==> src/rtl/fpu_op_sequencer_if.sv <==
// Handshake and data bundle between the execute stage, the FPU datapath and
// the FP register-file write port, as seen by the op sequencer.
// Ports: master = execute/FPU side (drives op and result), slave = sequencer.
interface fpu_op_sequencer_if;
  // execute stage -> sequencer
  logic        op_valid;
  logic [2:0]  op_code;
  logic [4:0]  op_rd;
  logic        mem_wait;
  logic        flush;
  // FPU datapath -> sequencer
  logic [31:0] fpu_result_in;
  // sequencer -> FPU / pipeline / hazard unit / register file
  logic        unit_start;
  logic [2:0]  unit_sel;
  logic        stall;
  logic        busy;
  logic [4:0]  busy_rd;
  logic        wb_valid;
  logic [4:0]  wb_rd;
  logic [31:0] wb_data;
  logic        illegal;
  logic [31:0] perf_stall_cnt;

  modport master (
    output op_valid, op_code, op_rd, mem_wait, flush, fpu_result_in,
    input  unit_start, unit_sel, stall, busy, busy_rd,
           wb_valid, wb_rd, wb_data, illegal, perf_stall_cnt
  );

  modport slave (
    input  op_valid, op_code, op_rd, mem_wait, flush, fpu_result_in,
    output unit_start, unit_sel, stall, busy, busy_rd,
           wb_valid, wb_rd, wb_data, illegal, perf_stall_cnt
  );
endinterface

==> src/rtl/fpu_op_sequencer.sv <==
// Multi-cycle FP op sequencer: accepts one op, pulses unit_start, counts the
// unit latency while stalling the pipeline, then writes the result back.
// Latency: unit_start in T1, result sampled end of T(LAT), wb_valid in T(LAT+1).
// Backpressure: mem_wait freezes all state; flush kills an op in RUN.
// Ports: i_clk, i_rst (async active-low), io_seq (fpu_op_sequencer_if.slave).
// Option: define FPU_SEQ_PERF_EN to enable the stall-cycle counter.
module fpu_op_sequencer #(
  parameter int ADD_LAT  = 2,
  parameter int MUL_LAT  = 3,
  parameter int DIV_LAT  = 16,
  parameter int SQRT_LAT = 16,
  parameter int CNT_W    = 5
) (
  input  logic                 i_clk,
  input  logic                 i_rst,
  fpu_op_sequencer_if.slave    io_seq
);

  typedef enum logic [1:0] {
    S_IDLE = 2'd0,
    S_RUN  = 2'd1,
    S_WB   = 2'd2
  } state_t;

  state_t             r_state;
  state_t             w_state_nxt;
  logic [CNT_W-1:0]   r_cnt;
  logic [CNT_W-1:0]   w_cnt_nxt;
  logic [CNT_W-1:0]   w_lat;
  logic [2:0]         r_unit_sel;
  logic [4:0]         r_rd;
  logic [31:0]        r_wb_data;
  logic               r_unit_start;
  logic               r_illegal;
  logic               w_load;
  logic               w_capture;
  logic               w_can_issue;
  logic               w_accept;
  logic               w_illegal;
  logic               w_stall;

  // New ops are only considered when no op is counting down.
  assign w_can_issue = io_seq.op_valid & ~io_seq.flush & ~io_seq.mem_wait &
                       (r_state != S_RUN);
  assign w_accept    = w_can_issue & (io_seq.op_code <= 3'd4);
  assign w_illegal   = w_can_issue & (io_seq.op_code >  3'd4);

  always_comb begin
    w_lat = CNT_W'(ADD_LAT);
    case (io_seq.op_code)
      3'd0, 3'd1: w_lat = CNT_W'(ADD_LAT);
      3'd2:       w_lat = CNT_W'(MUL_LAT);
      3'd3:       w_lat = CNT_W'(DIV_LAT);
      3'd4:       w_lat = CNT_W'(SQRT_LAT);
      default:    w_lat = CNT_W'(ADD_LAT);
    endcase
  end

  always_comb begin
    w_state_nxt = r_state;
    w_cnt_nxt   = r_cnt;
    w_load      = 1'b0;
    w_capture   = 1'b0;
    case (r_state)
      S_IDLE: begin
        if (w_accept) begin
          w_state_nxt = S_RUN;
          w_cnt_nxt   = w_lat;
          w_load      = 1'b1;
        end
      end
      S_RUN: begin
        if (!io_seq.mem_wait) begin
          if (io_seq.flush) begin
            w_state_nxt = S_IDLE;
          end else if (r_cnt == CNT_W'(1)) begin
            w_state_nxt = S_WB;
            w_capture   = 1'b1;
          end else begin
            w_cnt_nxt = r_cnt - CNT_W'(1);
          end
        end
      end
      S_WB: begin
        // The write is already committed here, so flush has no effect.
        if (!io_seq.mem_wait) begin
          if (w_accept) begin
            w_state_nxt = S_RUN;
            w_cnt_nxt   = w_lat;
            w_load      = 1'b1;
          end else begin
            w_state_nxt = S_IDLE;
          end
        end
      end
      default: w_state_nxt = S_IDLE;
    endcase
  end

  always_ff @(posedge i_clk or negedge i_rst) begin
    if (!i_rst) begin
      r_state      <= S_IDLE;
      r_cnt        <= '0;
      r_unit_sel   <= '0;
      r_rd         <= '0;
      r_wb_data    <= '0;
      r_unit_start <= 1'b0;
      r_illegal    <= 1'b0;
    end else begin
      r_state      <= w_state_nxt;
      r_cnt        <= w_cnt_nxt;
      // w_load is a single-cycle event, so a later mem_wait cannot re-fire it.
      r_unit_start <= w_load;
      r_illegal    <= w_illegal;
      if (w_load) begin
        r_unit_sel <= io_seq.op_code;
        r_rd       <= io_seq.op_rd;
      end
      if (w_capture) begin
        r_wb_data <= io_seq.fpu_result_in;
      end
    end
  end

  // The kill cycle drops stall so the flushing pipeline can advance at once;
  // a concurrent mem_wait keeps the op (and the stall) alive.
  assign w_stall = ((r_state == S_RUN) & ~(io_seq.flush & ~io_seq.mem_wait)) |
                   w_accept;

  assign io_seq.stall      = w_stall;
  assign io_seq.busy       = (r_state == S_RUN);
  assign io_seq.busy_rd    = r_rd;
  assign io_seq.unit_start = r_unit_start;
  assign io_seq.unit_sel   = r_unit_sel;
  assign io_seq.wb_valid   = (r_state == S_WB);
  assign io_seq.wb_rd      = r_rd;
  assign io_seq.wb_data    = r_wb_data;
  assign io_seq.illegal    = r_illegal;

`ifdef FPU_SEQ_PERF_EN
  logic [31:0] r_perf_cnt;

  always_ff @(posedge i_clk or negedge i_rst) begin
    if (!i_rst) begin
      r_perf_cnt <= '0;
    end else if (w_stall) begin
      r_perf_cnt <= r_perf_cnt + 32'd1;
    end
  end

  assign io_seq.perf_stall_cnt = r_perf_cnt;
`else
  assign io_seq.perf_stall_cnt = 32'd0;
`endif

endmodule
==> src/flat_wrapper.sv <==
// flat-port wrapper written by rule: the top's interface ports become plain ports
module fpu_op_sequencer_flat 
#(
  parameter int ADD_LAT  = 2,
  parameter int MUL_LAT  = 3,
  parameter int DIV_LAT  = 16,
  parameter int SQRT_LAT = 16,
  parameter int CNT_W    = 5
)
  (i_clk, i_rst, io_seq_op_valid, io_seq_op_code, io_seq_op_rd, io_seq_mem_wait, io_seq_flush, io_seq_fpu_result_in, io_seq_unit_start, io_seq_unit_sel, io_seq_stall, io_seq_busy, io_seq_busy_rd, io_seq_wb_valid, io_seq_wb_rd, io_seq_wb_data, io_seq_illegal, io_seq_perf_stall_cnt);
  fpu_op_sequencer_if io_seq_i ();
  input  logic i_clk;
  input  logic i_rst;
  input wire logic [$bits(io_seq_i.op_valid)-1:0] io_seq_op_valid;
  input wire logic [$bits(io_seq_i.op_code)-1:0] io_seq_op_code;
  input wire logic [$bits(io_seq_i.op_rd)-1:0] io_seq_op_rd;
  input wire logic [$bits(io_seq_i.mem_wait)-1:0] io_seq_mem_wait;
  input wire logic [$bits(io_seq_i.flush)-1:0] io_seq_flush;
  input wire logic [$bits(io_seq_i.fpu_result_in)-1:0] io_seq_fpu_result_in;
  output wire logic [$bits(io_seq_i.unit_start)-1:0] io_seq_unit_start;
  output wire logic [$bits(io_seq_i.unit_sel)-1:0] io_seq_unit_sel;
  output wire logic [$bits(io_seq_i.stall)-1:0] io_seq_stall;
  output wire logic [$bits(io_seq_i.busy)-1:0] io_seq_busy;
  output wire logic [$bits(io_seq_i.busy_rd)-1:0] io_seq_busy_rd;
  output wire logic [$bits(io_seq_i.wb_valid)-1:0] io_seq_wb_valid;
  output wire logic [$bits(io_seq_i.wb_rd)-1:0] io_seq_wb_rd;
  output wire logic [$bits(io_seq_i.wb_data)-1:0] io_seq_wb_data;
  output wire logic [$bits(io_seq_i.illegal)-1:0] io_seq_illegal;
  output wire logic [$bits(io_seq_i.perf_stall_cnt)-1:0] io_seq_perf_stall_cnt;
  assign io_seq_i.op_valid = io_seq_op_valid;
  assign io_seq_i.op_code = io_seq_op_code;
  assign io_seq_i.op_rd = io_seq_op_rd;
  assign io_seq_i.mem_wait = io_seq_mem_wait;
  assign io_seq_i.flush = io_seq_flush;
  assign io_seq_i.fpu_result_in = io_seq_fpu_result_in;
  assign io_seq_unit_start = io_seq_i.unit_start;
  assign io_seq_unit_sel = io_seq_i.unit_sel;
  assign io_seq_stall = io_seq_i.stall;
  assign io_seq_busy = io_seq_i.busy;
  assign io_seq_busy_rd = io_seq_i.busy_rd;
  assign io_seq_wb_valid = io_seq_i.wb_valid;
  assign io_seq_wb_rd = io_seq_i.wb_rd;
  assign io_seq_wb_data = io_seq_i.wb_data;
  assign io_seq_illegal = io_seq_i.illegal;
  assign io_seq_perf_stall_cnt = io_seq_i.perf_stall_cnt;
  fpu_op_sequencer #(.ADD_LAT(ADD_LAT), .MUL_LAT(MUL_LAT), .DIV_LAT(DIV_LAT), .SQRT_LAT(SQRT_LAT), .CNT_W(CNT_W)) u_core (.i_clk(i_clk), .i_rst(i_rst), .io_seq(io_seq_i));
endmodule
==> config.mk <==
export PLATFORM = sky130hd
export DESIGN_NAME = fpu_op_sequencer_flat
export DESIGN_NICKNAME = d
export VERILOG_FILES = /design/src/rtl/fpu_op_sequencer_if.sv /design/src/rtl/fpu_op_sequencer.sv /design/src/flat_wrapper.sv
export SDC_FILE = /design/constraint.sdc
export NUM_CORES = 1
export LEC_CHECK = 0
export CORE_MARGIN = 4
export CORE_UTILIZATION = 43
export CTS_CLUSTER_DIAMETER = 120
export DETAILED_ROUTE_END_ITERATION = 10
export PLACE_DENSITY = 0.86
export SYNTH_ARGS = -nofsm -noshare
export SYNTH_HDL_FRONTEND = slang
export SYNTH_SLANG_ARGS = --single-unit
export TNS_END_PERCENT = 100
==> constraint.sdc <==
create_clock -name i_clk -period 2.9 [get_ports i_clk]
set_input_delay 0.58 -clock i_clk [delete_from_list [all_inputs] [get_ports i_clk]]
set_output_delay 0.58 -clock i_clk [all_outputs]
set_load 0.02 [all_outputs]
==> flow_summary.json <==
{
  "firstDrtPassIters": 4,
  "final-setup-viol-count": 0,
  "arrival_ps": 2170,
  "status": "completed",
  "yosys_warnings": 0,
  "yosysSeqAreaShare": 0.499,
  "die_area_um2": 6980,
  "cts_htree_levels": 2,
  "gp_congestion": 0.761,
  "clk_latency_ps": 290,
  "antenna_found_initial": 0,
  "slew_violations": 0,
  "period_share": 0.947,
  "max_stage_delay_ps": 630,
  "coreArea_um2": 5510,
  "start_util": 0.446,
  "reg2reg_slack_ps": 840,
  "cp_data_required_time_ps": 2320,
  "wl_met1_mm": 1.96,
  "cts_made_buffers": 5,
  "highest_layer": "met4",
  "ant_nets": 0,
  "hold_violations": 0,
  "syn_to_final_growth_pct": 40.1,
  "maxSlewHeadroom": 0.637,
  "avgSynthCellArea_um2": 13.7,
  "vias": 1572,
  "hold_buffers": 0,
  "worstSetupEndpointType": "output pin",
  "p_leak_nw": 1.68,
  "cts_root_buf": "clkbuf_8",
  "fin_setup_tns_ps": 0,
  "cts_buffer_depth": 2,
  "overflow": 0,
  "synthesis.area_um2": 2460,
  "worstPathMaxFanout": 5,
  "fin_skew_ps": 8.50,
  "hpwlAfterDp_mm": 3.94,
  "drt-wirelength-per-cell_um": 14.3,
  "nNetsFinal": 322,
  "die_x_um": 83.6,
  "route.met2.wl_mm": 2.60,
  "hp-class": "input pin to async pin",
  "crit_type": "input pin to output pin",
  "grt_max_degree": 26,
  "cts_resized": 0,
  "final_cell_mix": "93 x clkdlybuf4s50_1, 49 x dfrtp_1, 32 x conb_1, 30 x mux2_4, 11 x mux2_2",
  "drt-initial-drc-count": 61,
  "met3_length_um": 335,
  "layout_commonest_cell": "clkdlybuf4s50_1",
  "insertedDiodeCount": 0,
  "routed_wl_mm": 4.97,
  "path_common_cell": "clkdlybuf4s50_1",
  "cts_tree": "built",
  "post-place-ws_ps": 160,
  "post_cts_buffers": 0,
  "synth-edff-count": 0,
  "period_needed_ps": 2750,
  "grt.total_usage": 0.140,
  "cp-start-kind": "input pin",
  "synthFlopType": "dfrtp_1",
  "die_y_um": 83.6,
  "drc_errors": 0,
  "first_global_vias": 1643,
  "drive_gt1_frac": 0.221,
  "grt_pass1_wl_mm": 8.03,
  "synthCells": 179,
  "synth_seq_cells": 49,
  "floorplan.rows": 27,
  "path_buf_inv": 2,
  "vdd.ir_drop.worst_uv": 375,
  "rsz0062_at_grt": "false",
  "cts.sinks": 49,
  "cp_slowest_cell": "clkdlybuf4s50_1",
  "n_fill_cell": 410,
  "synthArstFlopShare": 1.00,
  "fin_ws_ps": 154,
  "max_freq_mhz": 364,
  "viasPerCell": 4.52,
  "port_buffers": 94,
  "cap_violations": 0,
  "cp_cell_sequence": "clkdlybuf4s50_1 > o21ai_0 > a31oi_1 > a21oi_1 > clkdlybuf4s50_1",
  "io-pin-count": 127,
  "tightest_slew_ps": 544,
  "clk_pin_slew_ps": 80,
  "yosys.cell_types.count": 33,
  "cp_top_family": "buffers and inverters",
  "p_per_area_nw_per_um2": 780
}
[cells in the mapped netlist, types with 2 or more instances]
| library cell | instances | share of area |
|---|---|---|
| nand2_1 | 4 | 0.0061 |
| ha_1 | 2 | 0.010 |
| o21ai_0 | 5 | 0.010 |
| buf_6 | 4 | 0.018 |
| mux2_4 | 30 | 0.18 |
| nand3b_1 | 2 | 0.0061 |
| nor3_1 | 3 | 0.0061 |
| buf_4 | 37 | 0.11 |
| inv_1 | 6 | 0.0092 |
| nor3b_1 | 2 | 0.0061 |
| a21oi_1 | 2 | 0.0041 |
| dfrtp_1 | 49 | 0.50 |
| mux2_2 | 11 | 0.050 |
| nor2_1 | 2 | 0.0031 |
| nand3_1 | 2 | 0.0041 |
[registers in the layout (all words and copies together), names as in the netlist]
signal	flops
u_core.io_seq.busy_rd	5
u_core.io_seq.illegal	1
u_core.io_seq.unit_sel	3
u_core.io_seq.unit_start	1
u_core.io_seq.wb_data	32
u_core.r_cnt	5
u_core.r_state	2
[worst register-to-register path, cell delays in order, from the launching register on]
cell     delay (ps)
dfrtp_1         400
inv_1            90
ha_1            150
nor4b_4         320
nand3_4         390
buf_12          310
mux2_4          310
[cell type report]
cell class              instances  area, um2  share of cell area
flip-flops and latches         49       1230               0.356
clock inverters                 1       30.0             0.00872
inverters                       7       26.3             0.00763
well taps                      72       90.1              0.0262
multi-input cells             113        997               0.290
repair buffers                 99        986               0.286
clock buffers                   7       86.3              0.0251
[report_power, final]
group | switching (mW) | internal (mW)
clock | 0.210 | 0.281
sequential | 0.141 | 0.887
combinational | 0.520 | 0.648
total | 0.871 | 1.82
[through the flow]
step	instances	utilization	instance area, um2	power [mW]	hold slack (ps)
5_1_grt	348	0.625	3440	2.82	307
3_5_place_dp	340	0.604	3330	2.22	490
2_1_floorplan	210	-	2570	1.73	284
3_3_place_gp	340	0.604	3330	2.19	488
4_1_cts	348	0.625	3440	2.72	274
6_report	348	0.625	3440	2.69	268
[routing by layer]
layer  global-route usage  vias to the layer above
met5                    0                        -
met4               0.0336                        0
met3               0.0375                        8
met2                0.256                       67
met1                0.163                      760
li1                     -                      737
[worst paths after layout]
path,from,depth (start not counted),end
worst max-delay path,io_seq_op_code[0],5,io_seq_stall
worst min-delay path,i_rst,1,u_core.io_seq.busy_rd[2]
worst max register to register,u_core.r_cnt[1],6,u_core.io_seq.wb_data[25]
worst min register to register,u_core.io_seq.wb_data[1],1,u_core.io_seq.wb_data[1]
max in group asynchronous,i_rst,2,u_core.r_cnt[3]
min in group i_clk,u_core.io_seq.wb_data[1],1,u_core.io_seq.wb_data[1]
[logic make-up (layout without fill, tap and decap cells)]
logic type,after synthesis,count (layout),share of synthesized area
mux,42,42,0.238
buf+inv,48,114,0.142
compound gates,13,13,0.0336
simple gates,23,23,0.0718
fa+ha+maj,2,2,0.0102
other cells,1,32,0.00153
flops,49,49,0.499
xor+xnor,1,1,0.00357
Power figures use the tool's default switching activity.
